[src/rtl/fifo_framer_skidbuffer.sv]
// fifo_framer_skidbuffer -- two-entry skid buffer with a registered ready.
//
// Holds an output word plus one spare (skid) word. The upstream ready
// (!skid_full) comes straight from a register, so the producer never sees a
// combinational path from the downstream ready. Occupancy is encoded by the two
// valid bits {out_valid, skid_valid}: 00 empty, 10 one word, 11 full; 01 is
// never entered because the skid only fills while the output is stalled.
//
// Ports
//    clk        in   1    system clock
//    reset      in   1    synchronous, active-high; discards both words
//    load       in   1    accept load_data this cycle (only while !skid_full)
//    load_data  in   BW   incoming word
//    skid_full  out  1    spare entry occupied; producer must not load
//    valid      out  1    data holds a word
//    ready      in   1    downstream takes the word this cycle
//    data       out  BW   output word, stable while valid && !ready
module fifo_framer_skidbuffer #(
   parameter int BW = 8
) (
   input  logic          clk,
   input  logic          reset,
   input  logic          load,
   input  logic [BW-1:0] load_data,
   output logic          skid_full,
   output logic          valid,
   input  logic          ready,
   output logic [BW-1:0] data
);
   logic          out_valid_reg,  out_valid_next;
   logic          skid_valid_reg, skid_valid_next;
   logic [BW-1:0] out_data_reg,   out_data_next;
   logic [BW-1:0] skid_data_reg,  skid_data_next;

   assign skid_full = skid_valid_reg;
   assign valid     = out_valid_reg;
   assign data      = out_data_reg;

   always_comb begin
      out_valid_next  = out_valid_reg;
      skid_valid_next = skid_valid_reg;
      out_data_next   = out_data_reg;
      skid_data_next  = skid_data_reg;
      if (!out_valid_reg || ready) begin
         // Output slot frees up: the skid word has priority, it is older.
         if (skid_valid_reg) begin
            out_data_next   = skid_data_reg;
            out_valid_next  = 1'b1;
            skid_valid_next = 1'b0;
         end else if (load) begin
            out_data_next   = load_data;
            out_valid_next  = 1'b1;
         end else begin
            out_valid_next  = 1'b0;
         end
      end else if (load) begin
         // Output stalled: park the new word in the skid.
         skid_data_next  = load_data;
         skid_valid_next = 1'b1;
      end
   end

   always_ff @(posedge clk) begin
      if (reset) begin
         out_valid_reg  <= 1'b0;
         skid_valid_reg <= 1'b0;
         out_data_reg   <= '0;
         skid_data_reg  <= '0;
      end else begin
         out_valid_reg  <= out_valid_next;
         skid_valid_reg <= skid_valid_next;
         out_data_reg   <= out_data_next;
         skid_data_reg  <= skid_data_next;
      end
   end
endmodule

[src/rtl/fifo_framer.sv]
// fifo_framer -- drains a first-word-fall-through FIFO into a valid/ready
// stream and marks the last word of every 2^LGFRAME-word frame.
//
// Pops are requested only when the FIFO is non-empty and the skid buffer has a
// free spare entry, so the request never depends on i_ready and the FIFO can
// never underflow. FIFO errors are latched into a sticky o_err that does not
// stall the stream.
//
// Ports
//    i_clk         in   1      system clock
//    i_reset       in   1      synchronous, active-high reset
//    i_fifo_data   in   BW     FIFO head word
//    i_fifo_empty  in   1      FIFO empty flag
//    i_fifo_err    in   1      FIFO sticky error flag
//    o_fifo_rd     out  1      pop request to the FIFO
//    o_valid       out  1      output word valid
//    i_ready       in   1      downstream accepts the word
//    o_data        out  BW     output word
//    o_last        out  1      o_data is the last word of its frame
//    o_frames      out  LGCNT  completed frames, wrapping
//    o_err         out  1      sticky error
module fifo_framer #(
   parameter int BW      = 8,
   parameter int LGFRAME = 10,
   parameter int LGCNT   = 16
) (
   input  logic             i_clk,
   input  logic             i_reset,
   input  logic [BW-1:0]    i_fifo_data,
   input  logic             i_fifo_empty,
   input  logic             i_fifo_err,
   output logic             o_fifo_rd,
   output logic             o_valid,
   input  logic             i_ready,
   output logic [BW-1:0]    o_data,
   output logic             o_last,
   output logic [LGCNT-1:0] o_frames,
   output logic             o_err
);
   localparam int                   FRAME    = 1 << LGFRAME;
   localparam logic [LGFRAME-1:0]   LAST_IDX = LGFRAME'(FRAME - 1);

   logic               skid_full;
   logic               complete;
   logic [LGFRAME-1:0] count_reg;
   logic [LGCNT-1:0]   frames_reg;
   logic               err_reg;

   assign o_fifo_rd = !i_reset && !i_fifo_empty && !skid_full;
   assign complete  = o_valid && i_ready;
   assign o_last    = o_valid && (count_reg == LAST_IDX);
   assign o_frames  = frames_reg;
   assign o_err     = err_reg;

   fifo_framer_skidbuffer #(.BW(BW)) u_skid (
      .clk       (i_clk),
      .reset     (i_reset),
      .load      (o_fifo_rd),
      .load_data (i_fifo_data),
      .skid_full (skid_full),
      .valid     (o_valid),
      .ready     (i_ready),
      .data      (o_data)
   );

   // count_reg is the index of the word currently on o_data within its frame;
   // it wraps naturally at FRAME because it is exactly LGFRAME bits wide.
   always_ff @(posedge i_clk) begin
      if (i_reset) begin
         count_reg  <= '0;
         frames_reg <= '0;
         err_reg    <= 1'b0;
      end else begin
         if (complete) begin
            count_reg <= count_reg + 1'b1;
            if (o_last)
               frames_reg <= frames_reg + LGCNT'(1);
         end
         if (i_fifo_err)
            err_reg <= 1'b1;
      end
   end
endmodule

[config.mk]
export PLATFORM = sky130hd
export DESIGN_NAME = fifo_framer
export DESIGN_NICKNAME = d
export VERILOG_FILES = /design/src/rtl/fifo_framer_skidbuffer.sv /design/src/rtl/fifo_framer.sv
export SDC_FILE = /design/constraint.sdc
export NUM_CORES = 1
export LEC_CHECK = 0
export CAP_MARGIN = 15
export CORE_ASPECT_RATIO = 1.5
export CORE_MARGIN = 2
export CORE_UTILIZATION = 50
export DETAILED_ROUTE_END_ITERATION = 16
export GPL_TIMING_DRIVEN = 1
export PLACE_DENSITY = 0.78
export SLEW_MARGIN = 10
export SYNTH_ARGS = -nofsm -noshare
export SYNTH_HDL_FRONTEND = slang
export SYNTH_HIERARCHICAL = 1
export SYNTH_SLANG_ARGS = --single-unit
[constraint.sdc]
create_clock -name i_clk -period 2.9 [get_ports i_clk]
set_clock_uncertainty 0.2 [all_clocks]
set_input_delay 0.725 -clock i_clk [delete_from_list [all_inputs] [get_ports i_clk]]
set_output_delay 0.725 -clock i_clk [all_outputs]
set_load 0.03 [all_outputs]
==> results.ini <==
[die]
initial_utilization = 0.514
ios = 41
die_y_um = 81.8
die-area_um2 = 4570
core_area_um2 = 3920
rows = 28
die_w_um = 55.9

[power]
switching_share = 0.227
p_per_area_nw_per_um2 = 467
combPwrFrac = 0.096
seqPwrFrac = 0.527
intPower_uw = 932
vdd.ir_drop.worst_v = 0.000450
p_clk_frac = 0.377
p_switching_uw = 273
p_leak_nw = 0.938
power_mw = 1.21

[global_route]
busiest_layer = met2
grt_max_degree = 46
grt_pass1_wl_um = 7130
grt_pass1_vias = 1651
grt.met1_usage = 0.211
gr-total-overflow = 0
grtUsageMet3 = 0.0394
grtUsageMet2 = 0.364
antenna_found_initial = 0
grt_usage = 0.193

[sta]
fmax_mhz = 401
rsz0062_at_grt = false
tns_ns = 0
fin_crit_sh = 0.861
finalHoldViolCount = 0
slew_headroom = 0.664
drv_slew = 0
fin_crit_ns = 2.50
finalSetupViolCount = 0
tightest_slew_ns = 0.504

[synthesis]
netlist-cell-type-count = 31
synthXorXnorAreaFrac = 0.0391
synth_seq_area_share = 0.446
avgSynthCellArea_um2 = 9.22
synth.net_count = 234
syn_inst = 219
yosys_warnings = 6
synth_mux_area_frac = 0.0843
ys_ff_latch = 45
synth_area_um2 = 2020
yosys.area_share.simple = 0.218
synth-adder-area-share = 0.0124
synth-compound-area-share = 0.157
synth_top_family_by_area = simple AND/OR/NAND/NOR gates

[critical_path]
cpLargestDelayFamily = buffers and inverters
path_class = primary input to output pin
setup.worst_path.start_class = primary input
critical_path_peak_fanout = 2
worst_setup_path_end_kind = output pin
required_ns = 1.98
cp.arrival_ns = 1.57
cp_slowest_cell = clkdlybuf4s50_1
max_stage_delay_ns = 0.40
crit_path_cell_trace = clkdlybuf4s50_1, nor3_1, buf_4
worstPathBufferInverterCount = 2
r2r_slack_ns = 0.61

[placed_design]
dp_hpwl_um = 2940
placed_area_um2 = 2470
numPortBuffers = 40
gp_congestion = 0.837
dp.cells = 302

[drt]
wire_per_inst_um = 13.2
drt_first_pass_iters = 4
drt_first_iter_violations = 42
antenna_left = 0
drc_errors = 0
viasPerCell = 5.72
drt-total-wl_um = 4080
vias = 1768

[finish]
utilization = 0.658
final_area_um2 = 2580
fin_cells = 309
area.growth.synth_to_final_pct = 27.9
nets = 279
drive_gt1_frac = 0.117
antenna_cells = 0
largest_reg_flops = 16

[flow_run]
drv_cap = 0

[cts]
cts_tree = built
clkTransAtPathRegs_ns = 0.08
cts_root_buf = clkbuf_8
cts_buffers = 5
clock_sinks = 45
cts_buffer_depth = 2
cts_hold_buf = 0
htreeDepth = 2
insertion_delay_ns = 0.29

[outcome]
status = finished clean

[hold_path]
hp-class = register to register

## metal layers
| layer | vias up | routed length (um) |
|---|---|---|
| li1 | 883 | - |
| met1 | 833 | 1740 |
| met2 | 48 | 2140 |
| met3 | 4 | 160 |
| met4 | 0 | 45 |
| met5 | - | 0 |
## worst min-delay path, cell delays in order (launching register included)
cell     delay (ns)
dfxtp_1        0.33
nor2_1         0.04
nor2_1         0.07
## kinds of logic after synthesis
group           Yosys count
xor+xnor                  9
mux                      17
compound gates           48
simple gates             82
buf+inv                  16
flops                    45
fa+ha+maj                 2
## cell usage after synthesis
| library cell | count | area share |
|---|---|---|
| dfxtp_1 | 45 | 0.45 |
| a21oi_1 | 24 | 0.060 |
| nor2_1 | 21 | 0.039 |
| mux2i_1 | 17 | 0.084 |
| nand2_1 | 12 | 0.022 |
| o21ai_0 | 10 | 0.025 |
| or3_1 | 10 | 0.031 |
| nand3_1 | 9 | 0.022 |
| a211oi_2 | 8 | 0.050 |
| clkbuf_1 | 6 | 0.011 |
| nand4_1 | 6 | 0.019 |
| nor3_1 | 6 | 0.015 |
| or4_1 | 6 | 0.022 |
| xor2_1 | 6 | 0.026 |
| and4_1 | 4 | 0.017 |
| o31ai_1 | 4 | 0.015 |
| buf_2 | 3 | 0.0074 |
| buf_6 | 3 | 0.017 |
| inv_1 | 3 | 0.0056 |
| xnor2_1 | 3 | 0.013 |
| and3_1 | 2 | 0.0062 |
| ha_1 | 2 | 0.012 |
| and2_4 | 1 | 0.0043 |
| buf_1 | 1 | 0.0019 |
| nand2b_1 | 1 | 0.0031 |
| nand3b_1 | 1 | 0.0037 |
| nand4_2 | 1 | 0.0062 |
| nor4_1 | 1 | 0.0031 |
| o21a_1 | 1 | 0.0037 |
| o21ba_2 | 1 | 0.0050 |
| or2_1 | 1 | 0.0031 |
## layout make-up
cell class | count | area, um2
multi-input combinational | 158 | 1030
clock buffer | 5 | 68.8
sequential | 45 | 901
timing repair buffer | 51 | 478
fill | 336 | 1340
tap | 45 | 56.3
inverter | 3 | 11.3
clock inverter | 2 | 35.0
## placed cells by master, fill, tap and decap left out, types with 2 or more instances in the layout
cell / instances
dfxtp_1: 45
clkdlybuf4s50_1: 37
a21oi_1: 24
nor2_1: 21
mux2i_1: 17
nand2_1: 12
buf_4: 12
o21ai_0: 10
or3_1: 10
nand3_1: 9
a211oi_2: 8
nor3_1: 6
nand4_1: 6
or4_1: 6
xor2_1: 6
clkbuf_8: 5
and4_1: 4
o31ai_1: 4
inv_1: 3
xnor2_1: 3
and3_1: 2
ha_1: 2
## power groups by stage
stage / Clock [mW] / Combinational [mW] / Sequential (mW)
CTS: 0.469 / 0.117 / 0.636
detailed placement: 0 / 0.116 / 0.650
finish: 0.454 / 0.116 / 0.636
global route: 0.488 / 0.124 / 0.637
global placement: 0 / 0.115 / 0.650
floorplan: 0 / 0.0488 / 0.670
## worst paths after layout
| path | to | startpoint | depth (start not counted) |
|---|---|---|---|
| max | o_fifo_rd | i_fifo_empty | 3 |
| min | o_err | o_err | 2 |
| max reg2reg | o_frames[3] | count_reg[0] | 7 |
| min reg2reg | o_err | o_err | 2 |
## through the flow
| step | setup slack, ns | hold WS (ns) |
|---|---|---|
| floorplan | 0.186 | 0.263 |
| global placement | 0.129 | 0.249 |
| detailed placement | 0.106 | 0.266 |
| CTS | 0.0337 | 0.286 |
| global route | 0.278 | 0.317 |
| finish | 0.404 | 0.276 |
## repair_timing
| item | 4_1_cts | 5_1_grt |
|---|---|---|
| setup endpoints to repair | 0 | 1 |
| endpoints found under the hold margin | 0 | 0 |
| setup buffers | 0 | 0 |
| gates resized for setup | 0 | 1 |
Note: power is estimated with default switching activity, not from simulation.
